$ cat src/rtl/dds_env_pkg.sv
// Shared types and constants for the DDS ADSR envelope and VCA.
// State encodings are visible on the env_state port, so they are fixed.
package dds_env_pkg;

  typedef enum logic [2:0] {
    IDLE    = 3'd0,
    ATTACK  = 3'd1,
    DECAY   = 3'd2,
    SUSTAIN = 3'd3,
    RELEASE = 3'd4
  } env_state_t;

  localparam logic [15:0] ENV_MAX    = 16'hFFFF;
  localparam int          MID        = 2048;
  localparam int          STEP_SHIFT = 4;

endpackage

$ cat src/rtl/dds_vca.sv
// Two-stage VCA: centre the offset-binary sample and latch the gain,
// then scale, re-offset and clamp. Valid strobe follows the same latency.
module dds_vca
  import dds_env_pkg::*;
#(
  parameter int M     = 12,
  parameter int ENV_W = 16
) (
  input  logic             clk,
  input  logic             rst_n,
  input  logic             sample_en,
  input  logic [M-1:0]     wave_in,
  input  logic [ENV_W-1:0] env,
  output logic [M-1:0]     wave_out,
  output logic             out_valid
);

  logic signed [M:0]    s_c, s_q;
  logic [8:0]           gain_c, gain_q;
  logic signed [M+10:0] prod, centred;
  logic [M-1:0]         clamped;
  logic                 valid_d1;

  // Full-scale envelope maps to unity gain (256) so a full-level note is lossless.
  always_comb begin
    s_c     = $signed({1'b0, wave_in}) - $signed((M+1)'(MID));
    gain_c  = (env == (ENV_W)'(ENV_MAX)) ? 9'd256 : {1'b0, env[ENV_W-1 -: 8]};
    prod    = (M+11)'(s_q) * (M+11)'($signed({1'b0, gain_q}));
    centred = (prod >>> 8) + $signed((M+11)'(MID));
    if (centred < 0)
      clamped = '0;
    else if (centred > $signed((M+11)'(2**M - 1)))
      clamped = '1;
    else
      clamped = centred[M-1:0];
  end

  always_ff @(posedge clk or negedge rst_n) begin
    if (!rst_n) begin
      s_q       <= '0;
      gain_q    <= '0;
      valid_d1  <= 1'b0;
      wave_out  <= (M)'(MID);
      out_valid <= 1'b0;
    end else begin
      s_q       <= s_c;
      gain_q    <= gain_c;
      valid_d1  <= sample_en;
      wave_out  <= clamped;
      out_valid <= valid_d1;
    end
  end

endmodule

$ cat src/rtl/dds_adsr_vca.sv
// ADSR envelope generator stepped on the DDS sample strobe, driving a
// pipelined VCA that shapes the offset-binary waveform for the DAC.
module dds_adsr_vca
  import dds_env_pkg::*;
#(
  parameter int M      = 12,
  parameter int ENV_W  = 16,
  parameter int RATE_W = 8
) (
  input  logic              clk,
  input  logic              rst_n,
  input  logic              sample_en,
  input  logic              gate,
  input  logic [RATE_W-1:0] attack_rate,
  input  logic [RATE_W-1:0] decay_rate,
  input  logic [RATE_W-1:0] sustain_level,
  input  logic [RATE_W-1:0] release_rate,
  input  logic [M-1:0]      wave_in,
  output logic [M-1:0]      wave_out,
  output logic              out_valid,
  output logic [ENV_W-1:0]  env_level,
  output logic [2:0]        env_state
);

  function automatic logic [ENV_W:0] rate_step(input logic [RATE_W-1:0] r);
    logic [ENV_W:0] t;
    t = (ENV_W+1)'(r) + (ENV_W+1)'(1);
    return t << STEP_SHIFT;
  endfunction

  env_state_t       state;
  logic [ENV_W-1:0] env;
  logic             gate_q;

  logic [ENV_W-1:0] sus, att_next, dec_next, rel_next;
  logic [ENV_W:0]   env_e, att_sum, dec_diff, rel_diff;

  // One extra bit catches overflow/underflow so every step saturates instead of wrapping.
  always_comb begin
    sus      = (ENV_W)'({sustain_level, sustain_level});
    env_e    = {1'b0, env};
    att_sum  = env_e + rate_step(attack_rate);
    dec_diff = env_e - rate_step(decay_rate);
    rel_diff = env_e - rate_step(release_rate);
    att_next = (att_sum > (ENV_W+1)'(ENV_MAX)) ? (ENV_W)'(ENV_MAX) : att_sum[ENV_W-1:0];
    dec_next = (dec_diff[ENV_W] || dec_diff[ENV_W-1:0] < sus) ? sus : dec_diff[ENV_W-1:0];
    rel_next = rel_diff[ENV_W] ? '0 : rel_diff[ENV_W-1:0];
  end

  // Retrigger keeps the current level so a re-struck note does not click.
  always_ff @(posedge clk or negedge rst_n) begin
    if (!rst_n) begin
      state  <= IDLE;
      env    <= '0;
      gate_q <= 1'b0;
    end else if (sample_en) begin
      gate_q <= gate;
      if (gate && !gate_q) begin
        state <= ATTACK;
      end else if (!gate && (state == ATTACK || state == DECAY || state == SUSTAIN)) begin
        state <= RELEASE;
      end else begin
        case (state)
          ATTACK: begin
            env <= att_next;
            if (att_next == (ENV_W)'(ENV_MAX)) state <= DECAY;
          end
          DECAY: begin
            env <= dec_next;
            if (dec_next == sus) state <= SUSTAIN;
          end
          SUSTAIN: env <= sus;
          RELEASE: begin
            env <= rel_next;
            if (rel_next == '0) state <= IDLE;
          end
          default: begin
            env   <= '0;
            state <= IDLE;
          end
        endcase
      end
    end
  end

  assign env_level = env;
  assign env_state = state;

  dds_vca #(.M(M), .ENV_W(ENV_W)) u_vca (
    .clk       (clk),
    .rst_n     (rst_n),
    .sample_en (sample_en),
    .wave_in   (wave_in),
    .env       (env),
    .wave_out  (wave_out),
    .out_valid (out_valid)
  );

endmodule

$ cat config.mk
export PLATFORM = sky130hd
export DESIGN_NAME = dds_adsr_vca
export DESIGN_NICKNAME = d
export VERILOG_FILES = /design/src/rtl/dds_env_pkg.sv /design/src/rtl/dds_vca.sv /design/src/rtl/dds_adsr_vca.sv
export SDC_FILE = /design/constraint.sdc
export NUM_CORES = 1
export LEC_CHECK = 0
export CORE_ASPECT_RATIO = 0.5
export CORE_UTILIZATION = 60
export DETAILED_ROUTE_END_ITERATION = 10
export PLACE_DENSITY = 0.84
export SYNTH_ARGS = -nofsm -noshare
export SYNTH_HDL_FRONTEND = slang
export SYNTH_SLANG_ARGS = --single-unit
$ cat constraint.sdc
create_clock -name clk -period 12.7 [get_ports clk]
set_input_delay 1.905 -clock clk [delete_from_list [all_inputs] [get_ports clk]]
set_output_delay 1.905 -clock clk [all_outputs]
set_load 0.02 [all_outputs]
# == After elaboration in Yosys (flattened, before gate mapping) ==
# Index checks and enable logic that the tools add are counted.
# op_classes
addsub,8
multipliers,1
n_lt_le_gt_ge,4
n_eq_ne,11
mux,13
n_bitwise,2
reduce_logical,10
# op_table
op,count
$pmux W16 S4,1
$mux W16,3
$sub A16 B13 Y17,2
$eq A16 B16 Y1 const B,2
$add A8 B1 Y9 const B,3
$mux W12,2
$mul A13 B10 Y23,1
$add A16 B13 Y17,1
$gt A17 B16 Y1 const B,1
$add A15 B13 Y16 const B,1
$eq A16 B16 Y1,1
$gt A16 B13 Y1 const B,1
$logic_not A16 Y1,1
$lt A16 B1 Y1 const B,1
$lt A16 B16 Y1,1
$mux W3,5
$sub A12 B12 Y13 const B,1
$pmux W3 S4,1
$mux W9,1
$ne A4 B2 Y1 const B,2
$eq A3 B2 Y1 const B,2
$reduce_and A5 Y1,1
$ne A4 B4 Y1 const B,1
$eq A3 B1 Y1 const B,1
7 further kinds,12
# word_totals
register_bits,56
inputBits,48
output_inout_bits,32
word_cells,57

# == Longest topological paths before layout ==
# logic_depth
ltp_word,10
ltp_mapped,28
depth_no_buf,24

# == By module ==
# A second synthesis with hierarchy kept.
# hier_totals
hier_cells,1047
area_unflattened_um2,9068.7
# modules_own_cells
module,n_inst,cells_each,area_per_inst_um2,seq_area_each_um2
dds_vca,1,548,5285.1,877.1
dds_adsr_vca,1,499,3783.6,500.5

# == Worst setup path before layout ==
# No wires, ideal clock.
# synth_timing
kind,register -> register
from,register u_vca.gain_q[3]
to,register u_vca.wave_out[2]
setup_time_ps,94
arrival_ps,6767
required_time_ps,12606
path_slack_ps,5840
path_stages_with_launch,26
path_buffers,4
period_less_slack_ps,6860
path_cell_list,dfrtp_1 clkbuf_1 nand2_1 fa_1 inv_1 fa_1 fa_1 fa_1 inv_1 fa_1 inv_1 ha_1 buf_6 a211o_1 a21o_1 or4_4 a41o_4 a21oi_2 xor2_1 inv_1 ha_1 buf_1 clkbuf_1 nor2_1 a21o_1 a221oi_2
# synth_between
elab_chain_cells,5
word_cells_on_any_way,6
cone_classes,1 x add/sub; 1 x mul; 2 x order compare; 2 x mux
# synth_rtl
element,line_no,rtl
from (decl),dds_vca.sv:19,"logic [8:0] gain_c, gain_q;"
from (signal assigned),dds_vca.sv:47,gain_q <= gain_c;
$mul A13 B10 Y23 *,dds_vca.sv:28,"prod = (M+11)'(s_q) * (M+11)'($signed({1'b0, gain_q}));"
$add A15 B13 Y16 *,dds_vca.sv:29,centred = (prod >>> 8) + $signed((M+11)'(MID));
$gt A16 B13 Y1,dds_vca.sv:32,else if (centred > $signed((M+11)'(2**M - 1)))
$mux W12,dds_vca.sv:32,
$mux W12 *,dds_vca.sv:30,if (centred < 0)
net u_vca.clamped[2],dds_vca.sv:21,logic [M-1:0] clamped;
to (signal assigned),dds_vca.sv:43,wave_out <= (M)'(MID);
to (signal assigned),dds_vca.sv:49,wave_out <= clamped;
to (decl),dds_vca.sv:14,"output logic [M-1:0] wave_out,"
# The timed path passes the listed nets; every way through them passes the cells marked *.
# A chain may end at the register's enable or synchronous reset.

# == Worst setup path in the final report ==
# layout_timing
from,register u_vca.gain_q[6]
to,register u_vca.wave_out[8]
# Same word-level chain as after synthesis.

==> flow_summary_export.csv <==
group,metric,value,unit
outcome,status,"complete, no violations",
synthesis,ys_dominant_reg_cell,"dfrtp_1",
timing,final-max-slew-violation-count,0,
timing,final.period_utilization,60.9,%
global_routing,grt_max_degree,56,
worst_setup_path,r2r_end,"u_vca.wave_out[8]$_DFF_PN0_",
drt,drtPass1Iterations,7,
timing,fin_hold_ws,362,ps
layout,drive_gt1_share,3.06,%
drt,first_iter_violations,609,
placement,dpl.hpwl,18900,um
drt,drc_errors,0,
power,peakVddDrop,80.2,uV
cts,htreeDepth,2,
synthesis,async_flop_share,100,%
worst_setup_path,path_class,"reg -> reg",
cts,clk_pin_slew,80,ps
cts,clk_latency,300,ps
cts,numCtsBuffers,5,
power,intPower,0.000672,W
synthesis,yosysMostFrequentCell,"inv_1",
cts,cts_num_sinks,55,
floorplanning,die-width,179,um
worst_setup_path,worstSetupEndpointType,"flip-flop",
cts,clk_path_buf_depth,2,
worst_setup_path,path_cells,"nand2_1, fa_1, fa_1, inv_1, fa_1, fa_1, inv_1, fa_1, inv_1, ha_1, a211o_1, a21o_1, or4_4, a41o_4, a21oi_2, xor2_1, inv_1, ha_1, inv_1, nor4_2, a22oi_1, o21a_1",
cts,post_cts_buffers,0,
floorplanning,rows,31,
timing,finClkSkew,13.2,ps
timing,rsz0062_at_grt,"false",
power,combPwrFrac,69.1,%
layout,antennaDiodeCount,0,
global_routing,grt_use_total,30.7,%
synthesis,synth_enable_flop_cells,0,
synthesis,syn_nets,1336,
layout,nets,1385,
timing,period_needed,7740,ps
cts,cts_tree,"done",
floorplanning,initial_utilization,63.1,%
worst_setup_path,worst_ep_arrival_time,7940,ps
worst_setup_path,critPathMaxFanout,13,
floorplanning,core_area,14900,sq um
drt,ant_nets,0,
synthesis,synth.distinct_cells,76,
job,drv_cap,0,
worst_hold_path,hold_class,"reg -> reg",
worst_setup_path,reg2reg_from,"u_vca.gain_q[6]$_DFF_PN0_",
timing,tightest_slew,1060,ps
cts,cts_resized,0,
timing,relSlewSlack,28.5,%
worst_setup_path,reg2reg_slack,4960,ps
placement,io_buffers,79,
synthesis,netlist_instances,1095,
worst_hold_path,min_path_cells,0,
worst_hold_path,hp-start,"u_vca.valid_d1$_DFF_PN0_",
cts,cts-root-buf,"clkbuf_16",
synthesis,yosys_warnings,0,
drt,wl_per_cell,17.5,um
worst_hold_path,min_delay_worst_endpoint,"u_vca.out_valid$_DFF_PN0_",
placement,gp_congestion,0.943,
timing,fmax,129,MHz
global_routing,grt_pass1_vias,8336,
worst_setup_path,ff2ff_path_depth,22,
synthesis,synthTopCellsByArea,"fa_1 21%, dfrtp_1 14%, ha_1 13%",
floorplanning,dieArea,16200,sq um
synthesis,yosysSeqAreaShare,14.7,%
drt,wirelength,23500,um
floorplanning,fp.dieH,90.4,um
worst_setup_path,crit_required,12900,ps
drt,vias_per_cell,6.04,
synthesis,synth_area,9380,sq um
timing,setup_tns,0,ps
floorplanning,ios,80,
worst_setup_path,cp-startpoint,"u_vca.gain_q[6]$_DFF_PN0_",
synthesis,synth_common_cells,"158 x inv_1, 99 x fa_1, 94 x ha_1",
synthesis,syn_avg_cell_area,8.56,sq um
worst_setup_path,crit_path_start_kind,"flip-flop",
timing,setup_viol,0,
drt,via_count,8113,
timing,hold_viol,0,
synthesis,synth_top_area_share,21.1,%
cts,cts_hold_buf,0,
power,leakagePower,5.24,nW
synthesis,ys_ff_latch,55,
power,p_switching,0.000645,W
power,powerDensity,127,nW/um^2
power,clkPwrFrac,11.4,%
global_routing,grt_antenna_before_repair,0,
power,p_seq_share,19.4,%
worst_setup_path,slowest_delay,950,ps
synthesis,synth_top_cell_by_area,"fa_1",
power,p_sw_share,49.0,%
layout,syn_to_final_growth,11.0,%
global_routing,grt-ovfl-total,0,
global_routing,grt_pass1_wl,39700,um
worst_setup_path,critPathSlowestCell,"nor4_2",
-- how the worst max path moves through the flow --
stage	depth (start not counted)	endpoint
after detailed placement	22	u_vca.wave_out[8]$_DFF_PN0_
after floorplan	25	u_vca.wave_out[2]$_DFF_PN0_
after global routing	22	u_vca.wave_out[8]$_DFF_PN0_
after global placement	22	u_vca.wave_out[8]$_DFF_PN0_
final	22	u_vca.wave_out[8]$_DFF_PN0_
after CTS	22	u_vca.wave_out[8]$_DFF_PN0_
-- flip-flops by register name, summed over array words and instances, names as in the netlist --
signal / count
env_level: 16
u_vca.s_q: 12
u_vca.wave_out: 12
u_vca.gain_q: 9
env_state: 3
gate_q: 1
u_vca.out_valid: 1
u_vca.valid_d1: 1
-- cells by family (layout without fill, tap and decap cells) --
family,count (synthesis),in the layout,synth area share [%]
compound gates,234,234,16.8
xor+xnor,68,68,6.72
fa+ha+maj,193,193,33.7
buf+inv,197,247,8.15
flops,55,55,14.7
mux,11,11,1.20
simple gates,337,337,18.7
-- layout by cell type, fill, tap and decap left out, drive strengths merged, types with 4 or more instances in the layout --
master         instances
a211o                  6
a211oi                14
a21o                  16
a21oi                 59
a221oi                 5
a22o                   5
and2                  59
and3                   7
and4                   5
clkbuf                 6
clkdlybuf4s50         78
dfrtp                 54
fa                    99
ha                    94
inv                  160
mux2i                  9
nand2                 90
nand2b                14
nand3                 34
nand4                  8
nor2                  58
nor2b                 12
nor3                  12
nor3b                  5
nor4                  12
o2111ai                4
o211ai                 5
o21a                   8
o21ai                 62
o221ai                 4
o311ai                 5
o31ai                  4
or2                    7
or3                    5
or4                    5
xnor2                 38
xor2                  28
-- layout make-up --
cell class,instances,area (sq um)
clock buffer,6,139
multi-input combinational,843,7240
inverter,158,593
tap,198,248
sequential,55,1380
fill,1139,4440
clock inverter,2,17.5
timing repair buffer,81,801
-- routing by layer --
layer,GRT usage [%],share of wire [%],up-vias
met5,0,0,-
met1,39.9,43,3942
met3,3.16,5.9,44
met2,54.2,49,316
met4,8.05,2.0,0
li1,-,-,3811
-- through the flow --
stage / setup WS (ps) / cells / power, W / instance area [sq um] / util [%]
after floorplan: 5840 / 1095 / 0.000923 / 9380 / -
after global placement: 5330 / 1335 / 0.00112 / 10300 / 69.0
after detailed placement: 5080 / 1335 / 0.00115 / 10300 / 69.0
after CTS: 5040 / 1343 / 0.00131 / 10400 / 70.1
after global routing: 4500 / 1343 / 0.00144 / 10400 / 70.1
final: 4960 / 1343 / 0.00132 / 10400 / 70.1
-- power by group through the flow --
| stage | clock [W] | sequential, W | combinational [W] |
|---|---|---|---|
| after floorplan | 0 | 0.000268 | 0.000655 |
| after global placement | 0 | 0.000256 | 0.000862 |
| after detailed placement | 0 | 0.000258 | 0.000896 |
| after CTS | 0.000153 | 0.000255 | 0.000902 |
| after global routing | 0.000160 | 0.000261 | 0.00101 |
| final | 0.000151 | 0.000256 | 0.000911 |
-- critical path, delay by kind of cell (launching register included) --
family                   cells  cell delay [ps]
adder cells (fa/ha/maj)      7             3410
AND/OR/NAND/NOR              3             1680
AO/OA/AOI/OAI                6             1410
flip-flops                   1              620
buffers and inverters        5              390
XOR/XNOR                     1              110
Power figures use the tool's default switching activity.
